===== src/rtl/input_debounce_4_pkg.sv =====
// Shared constants and types for the four-channel input debouncer.
// Channel order follows merge_bits: D is the MSB, A is the LSB.
package input_pkg;

    localparam int NUM_CH = 4;
    localparam int CH_D   = 3;
    localparam int CH_C   = 2;
    localparam int CH_B   = 1;
    localparam int CH_A   = 0;

    typedef logic [NUM_CH-1:0] nibble_t;

    // The counter must be able to hold DEBOUNCE_CYCLES-1.
    function automatic int cntWidth(input int cycles);
        return (cycles < 2) ? 1 : $clog2(cycles + 1);
    endfunction

endpackage


===== src/rtl/input_debounce_4_channel.sv =====
// One input channel: a reset-able synchroniser chain followed by a
// mismatch counter that commits the stable bit. Edge direction only with INPUT_EDGE_EN.
module debounce_channel
    import input_pkg::*;
#(
    parameter int DEBOUNCE_CYCLES = 4,
    parameter int SYNC_STAGES     = 2
) (
    input  logic clk,
    input  logic rst_n,
    input  logic raw,
    output logic q,
    output logic commit
`ifdef INPUT_EDGE_EN
    ,
    output logic dir
`endif
);

    localparam int CNT_W = cntWidth(DEBOUNCE_CYCLES);
    localparam logic [CNT_W-1:0] CNT_LAST = CNT_W'(DEBOUNCE_CYCLES - 1);

    logic [SYNC_STAGES-1:0] sync_r;
    logic [CNT_W-1:0]       cnt_r;
    logic                   stable_r;
    logic                   synced_s;
    logic [CNT_W-1:0]       cntNext_s;
    logic                   stableNext_s;
    logic                   commit_s;

    // Counter and stable-bit next state; progress is lost whenever the input agrees again.
    always_comb begin
        synced_s     = sync_r[SYNC_STAGES-1];
        cntNext_s    = cnt_r;
        stableNext_s = stable_r;
        commit_s     = 1'b0;
        if (synced_s == stable_r) begin
            cntNext_s = {CNT_W{1'b0}};
        end else if (cnt_r == CNT_LAST) begin
            stableNext_s = synced_s;
            cntNext_s    = {CNT_W{1'b0}};
            commit_s     = 1'b1;
        end else begin
            cntNext_s = cnt_r + CNT_W'(1);
        end
    end

    // Synchroniser chain, counter and stable bit; reset clears the chain too.
    always_ff @(posedge clk) begin
        if (!rst_n) begin
            sync_r   <= {SYNC_STAGES{1'b0}};
            cnt_r    <= {CNT_W{1'b0}};
            stable_r <= 1'b0;
        end else begin
            sync_r   <= {sync_r[SYNC_STAGES-2:0], raw};
            cnt_r    <= cntNext_s;
            stable_r <= stableNext_s;
        end
    end

    assign q      = stable_r;
    assign commit = commit_s;
`ifdef INPUT_EDGE_EN
    assign dir    = synced_s;
`endif

endmodule


===== src/rtl/input_debounce_4.sv =====
// Four-channel synchronise-and-debounce front end feeding merge_bits.
// Define INPUT_EDGE_EN to add per-channel rise/fall pulses.
module input_debounce_4
    import input_pkg::*;
#(
    parameter int DEBOUNCE_CYCLES = 4,
    parameter int SYNC_STAGES     = 2
) (
    input  logic       clk,
    input  logic       rst_n,
    input  logic       raw_d,
    input  logic       raw_c,
    input  logic       raw_b,
    input  logic       raw_a,
    output logic       bitD,
    output logic       bitC,
    output logic       bitB,
    output logic       bitA,
    output logic       changed
`ifdef INPUT_EDGE_EN
    ,
    output logic [3:0] rise,
    output logic [3:0] fall
`endif
);

    nibble_t raw_s;
    nibble_t stable_s;
    nibble_t commit_s;
    logic    changed_r;

    assign raw_s[CH_D] = raw_d;
    assign raw_s[CH_C] = raw_c;
    assign raw_s[CH_B] = raw_b;
    assign raw_s[CH_A] = raw_a;

`ifdef INPUT_EDGE_EN
    nibble_t dir_s;
    nibble_t rise_r;
    nibble_t fall_r;
`endif

    for (genvar i = 0; i < NUM_CH; i++) begin : gCh
        debounce_channel #(
            .DEBOUNCE_CYCLES(DEBOUNCE_CYCLES),
            .SYNC_STAGES    (SYNC_STAGES)
        ) uCh (
            .clk    (clk),
            .rst_n  (rst_n),
            .raw    (raw_s[i]),
            .q      (stable_s[i]),
            .commit (commit_s[i])
`ifdef INPUT_EDGE_EN
            ,
            .dir    (dir_s[i])
`endif
        );
    end

    // Commits on the same edge collapse into one pulse, aligned with the new bits.
    always_ff @(posedge clk) begin
        if (!rst_n) begin
            changed_r <= 1'b0;
        end else begin
            changed_r <= |commit_s;
        end
    end

`ifdef INPUT_EDGE_EN
    // Direction pulses share the changed timing.
    always_ff @(posedge clk) begin
        if (!rst_n) begin
            rise_r <= {NUM_CH{1'b0}};
            fall_r <= {NUM_CH{1'b0}};
        end else begin
            rise_r <= commit_s & dir_s;
            fall_r <= commit_s & ~dir_s;
        end
    end

    assign rise = rise_r;
    assign fall = fall_r;
`endif

    assign bitD    = stable_s[CH_D];
    assign bitC    = stable_s[CH_C];
    assign bitB    = stable_s[CH_B];
    assign bitA    = stable_s[CH_A];
    assign changed = changed_r;

endmodule

===== config.mk =====
export PLATFORM = sky130hd
export DESIGN_NAME = input_debounce_4
export DESIGN_NICKNAME = d
export VERILOG_FILES = /design/src/rtl/input_debounce_4_pkg.sv /design/src/rtl/input_debounce_4_channel.sv /design/src/rtl/input_debounce_4.sv
export SDC_FILE = /design/constraint.sdc
export NUM_CORES = 1
export LEC_CHECK = 0
export BUFFER_PORTS_ARGS = -buffer_cell sky130_fd_sc_hd__buf_2
export CORE_UTILIZATION = 58
export CTS_CLUSTER_SIZE = 25
export DETAILED_ROUTE_END_ITERATION = 8
export HOLD_SLACK_MARGIN = 0.05
export PLACE_DENSITY_LB_ADDON = 0.05
export SYNTH_ARGS = -nofsm -noshare
export SYNTH_HDL_FRONTEND = slang
export SYNTH_HIERARCHICAL = 1
export SYNTH_SLANG_ARGS = --single-unit

===== constraint.sdc =====
create_clock -name clk -period 3.3 [get_ports clk]
set_input_delay 0.33 -clock clk [delete_from_list [all_inputs] [get_ports clk]]
set_output_delay 0.33 -clock clk [all_outputs]
set_load 0.005 [all_outputs]

==> impl_metrics.csv <==
group,metric,value,unit
worst_setup_path,crit_fanout,5,
worst_setup_path,worstPathRequired,3.50,ns
hold_path,min_to,"gCh[3].uCh/sync_r[0]",
routing,firstDrtPassIters,2,
cts,post_cts_buffers,0,
timing,slew_headroom,74.7,%
floorplan,core-area,1510,um^2
cts,clock_latency,0.31,ns
synthesis,ys_seq_elements,25,
floorplan,die_area,1770,um^2
floorplan,die_w,42.1,um
timing,slew_viol_final,0,
power,max-vdd-ir-drop,0.000291,V
cts,cts-resized-gates,0,
worst_setup_path,critPathLaunchType,"flop",
routing,wl_per_cell,12.3,um
timing,rsz0062_at_grt,"no",
cts,cts_max_level,1,
global_route,first_global_vias,576,
worst_setup_path,cp.arrival,1.69,ns
worst_setup_path,worstReg2RegStart,"gCh[1].uCh/cnt_r[0]",
timing,fmax,0.673,GHz
finish,final_nets,103,
finish,final_area,1030,um^2
power,power_density,444,nW/um^2
worst_setup_path,reg2reg_depth,4,
timing,worstMarginPinSlew,0.377,ns
finish,drive_above_1_share,23.9,%
cts,numCtsBuffers,3,
routing,vias_per_cell,5.34,
timing,finalHoldViolCount,0,
worst_setup_path,cp_cell_sequence,"ha_1 > ha_1 > and2b_2 > o41a_1",
floorplan,fp.dieH,42.1,um
worst_setup_path,cp_common_cell,"ha_1",
timing,layout_min_cycle_time,1.49,ns
timing,finalSetupViolCount,0,
worst_setup_path,endpoint_kind,"flop",
timing,tns,0,ns
timing,fin_crit_sh,45.0,%
cts,clk_path_buf_depth,2,
synthesis,syn_area,932,um^2
timing,skew,0.00621,ns
placed_design,port_buffers,10,
worst_setup_path,cp_slowest_cell,"o41a_1",
floorplan,fp-row-count,14,
global_route,antenna_found_initial,0,
global_route,grt_overflow,0,
floorplan,initial_utilization,61.9,%
placed_design,place_congestion,0.722,
hold_path,min_path_type,"primary input to flop",
cts,clock-sinks,25,
placed_design,pre_cts_ws,1.83,ns
worst_setup_path,r2r_slack,1.81,ns
routing,drc_errors,0,
global_route,grt_use_total,17.5,%
global_route,grt_max_degree,26,
routing,drtIter0Drc,7,
synthesis,syn_avg_cell_area,12.6,um^2
cts,root_buffer,"clkbuf_4",
timing,setup_ws,1.81,ns
job,max_cap_viol_count,0,
cts,clkTransAtPathRegs,0.13,ns
synthesis,synth_fp_nets,88,
placed_design,place_area,1000,um^2
status,status,"complete, no violations",
worst_setup_path,worstSetupPathType,"flop to flop",
finish,fill_cells,121,
hold_path,hp-start,"raw_d",
synthesis,yosysSeqAreaShare,53.7,%
placed_design,dp_hpwl,896,um
power,leakagePower,0.000420,uW
cts,cts_tree,"built",
floorplan,io_pins,11,
synthesis,ys_types,11,
routing,vias,555,
routing,drtAntennaViolNets,0,
hold_path,whs_path_depth,2,
power,finalPower,457,uW
global_route,grt_first_pass_wirelength,2.27,mm
synthesis,synth_cells,74,
cts,hold_buffers,0,
placed_design,place_inst,100,
finish,instances_no_fill,104,
routing,drt-total-wl,1.28,mm
finish,syn_to_final_growth,10.3,%
worst_setup_path,critPathMaxStageDelay,0.41,ns
finish,antenna_cells,0,
synthesis,ys_warn_count,6,
worst_setup_path,r2r-end,"changed",
==> worst max-delay path: cells and delay by family, from the launching register on <==
family | cells | cell delay (ns)
DFF | 1 | 0.34
AOI/OAI and AO/OA | 1 | 0.41
and+or+nand+nor | 1 | 0.21
adders and majority gates | 2 | 0.44
==> power by group <==
part / switching (uW) / internal (uW) / total, uW
combinational: 7.20 / 9.15 / 16.4
clock: 82.6 / 47.2 / 130
sequential: 2.58 / 308 / 310
total: 92.4 / 364 / 457
==> cells in the mapped netlist <==
cell / count / area, um^2
and2_1: 8 / 50.1
and2b_2: 4 / 35.0
and4bb_2: 4 / 50.1
dfxtp_1: 25 / 500
ha_1: 8 / 100
inv_1: 4 / 15.0
mux2i_1: 4 / 40.0
nor2b_1: 4 / 25.0
nor4b_1: 8 / 70.1
o41a_1: 1 / 11.3
xnor2_1: 4 / 35.0
==> through the flow <==
step           hold slack (ns)  util [%]
2_1_floorplan            0.408         -
5_1_grt                  0.212      68.3
4_1_cts                  0.202      68.3
6_report                 0.215      68.3
3_5_place_dp             0.423      66.5
3_3_place_gp             0.414      66.5
==> layout by cell type, fill, tap and decap left out <==
| master | netlist | routed |
|---|---|---|
| and2_1 | 8 | 8 |
| and2b_2 | 4 | 4 |
| and4bb_2 | 4 | 4 |
| buf_2 | 0 | 10 |
| clkbuf_1 | 0 | 1 |
| clkbuf_4 | 0 | 3 |
| dfxtp_1 | 25 | 25 |
| ha_1 | 8 | 8 |
| inv_1 | 4 | 4 |
| mux2i_1 | 4 | 4 |
| nor2b_1 | 4 | 4 |
| nor4b_1 | 8 | 8 |
| o41a_1 | 1 | 1 |
| xnor2_1 | 4 | 4 |
==> final cells by class <==
| class | count | area [um^2] | area share, % |
|---|---|---|---|
| Clock buffer | 4 | 26.3 | 2.55 |
| Inverter | 4 | 15.0 | 1.46 |
| Multi-Input combinational cell | 45 | 417 | 40.5 |
| Sequential cell | 25 | 500 | 48.7 |
| Tap cell | 16 | 20.0 | 1.95 |
| Timing Repair Buffer | 10 | 50.0 | 4.87 |
==> routing by layer <==
layer / global-route usage [%] / vias up / routed length, um
met2: 31.6 / 7 / 660
met3: 2.59 / 2 / 26
met5: 0 / - / 0
li1: - / 285 / -
met4: 13.1 / 0 / 9
met1: 18.0 / 261 / 582
==> sequential cells by signal, indices dropped and copies added (netlist names) <==
| register | flops |
|---|---|
| changed | 1 |
| gCh.uCh/cnt_r | 12 |
| gCh.uCh/q | 4 |
| gCh.uCh/sync_r | 8 |
==> cell families after synthesis <==
kind of cell / synth area share, %
AO/OA/AOI/OAI: 1.21
XOR/XNOR: 3.76
adder cells (fa/ha/maj): 10.7
multiplexers: 4.30
flip-flops: 53.7
buffers and inverters: 1.61
AND/OR/NAND/NOR: 24.7
==> worst max-delay path by stage <==
stage | from | to | slack [ns]
after floorplan | gCh[1].uCh/cnt_r[0] | changed | 1.89
after global placement | gCh[1].uCh/cnt_r[0] | changed | 1.87
after detailed placement | gCh[1].uCh/cnt_r[0] | changed | 1.83
after CTS | gCh[1].uCh/cnt_r[0] | changed | 1.80
after global routing | gCh[1].uCh/cnt_r[0] | changed | 1.76
final | gCh[1].uCh/cnt_r[0] | changed | 1.81
Power figures use the tool's default switching activity.
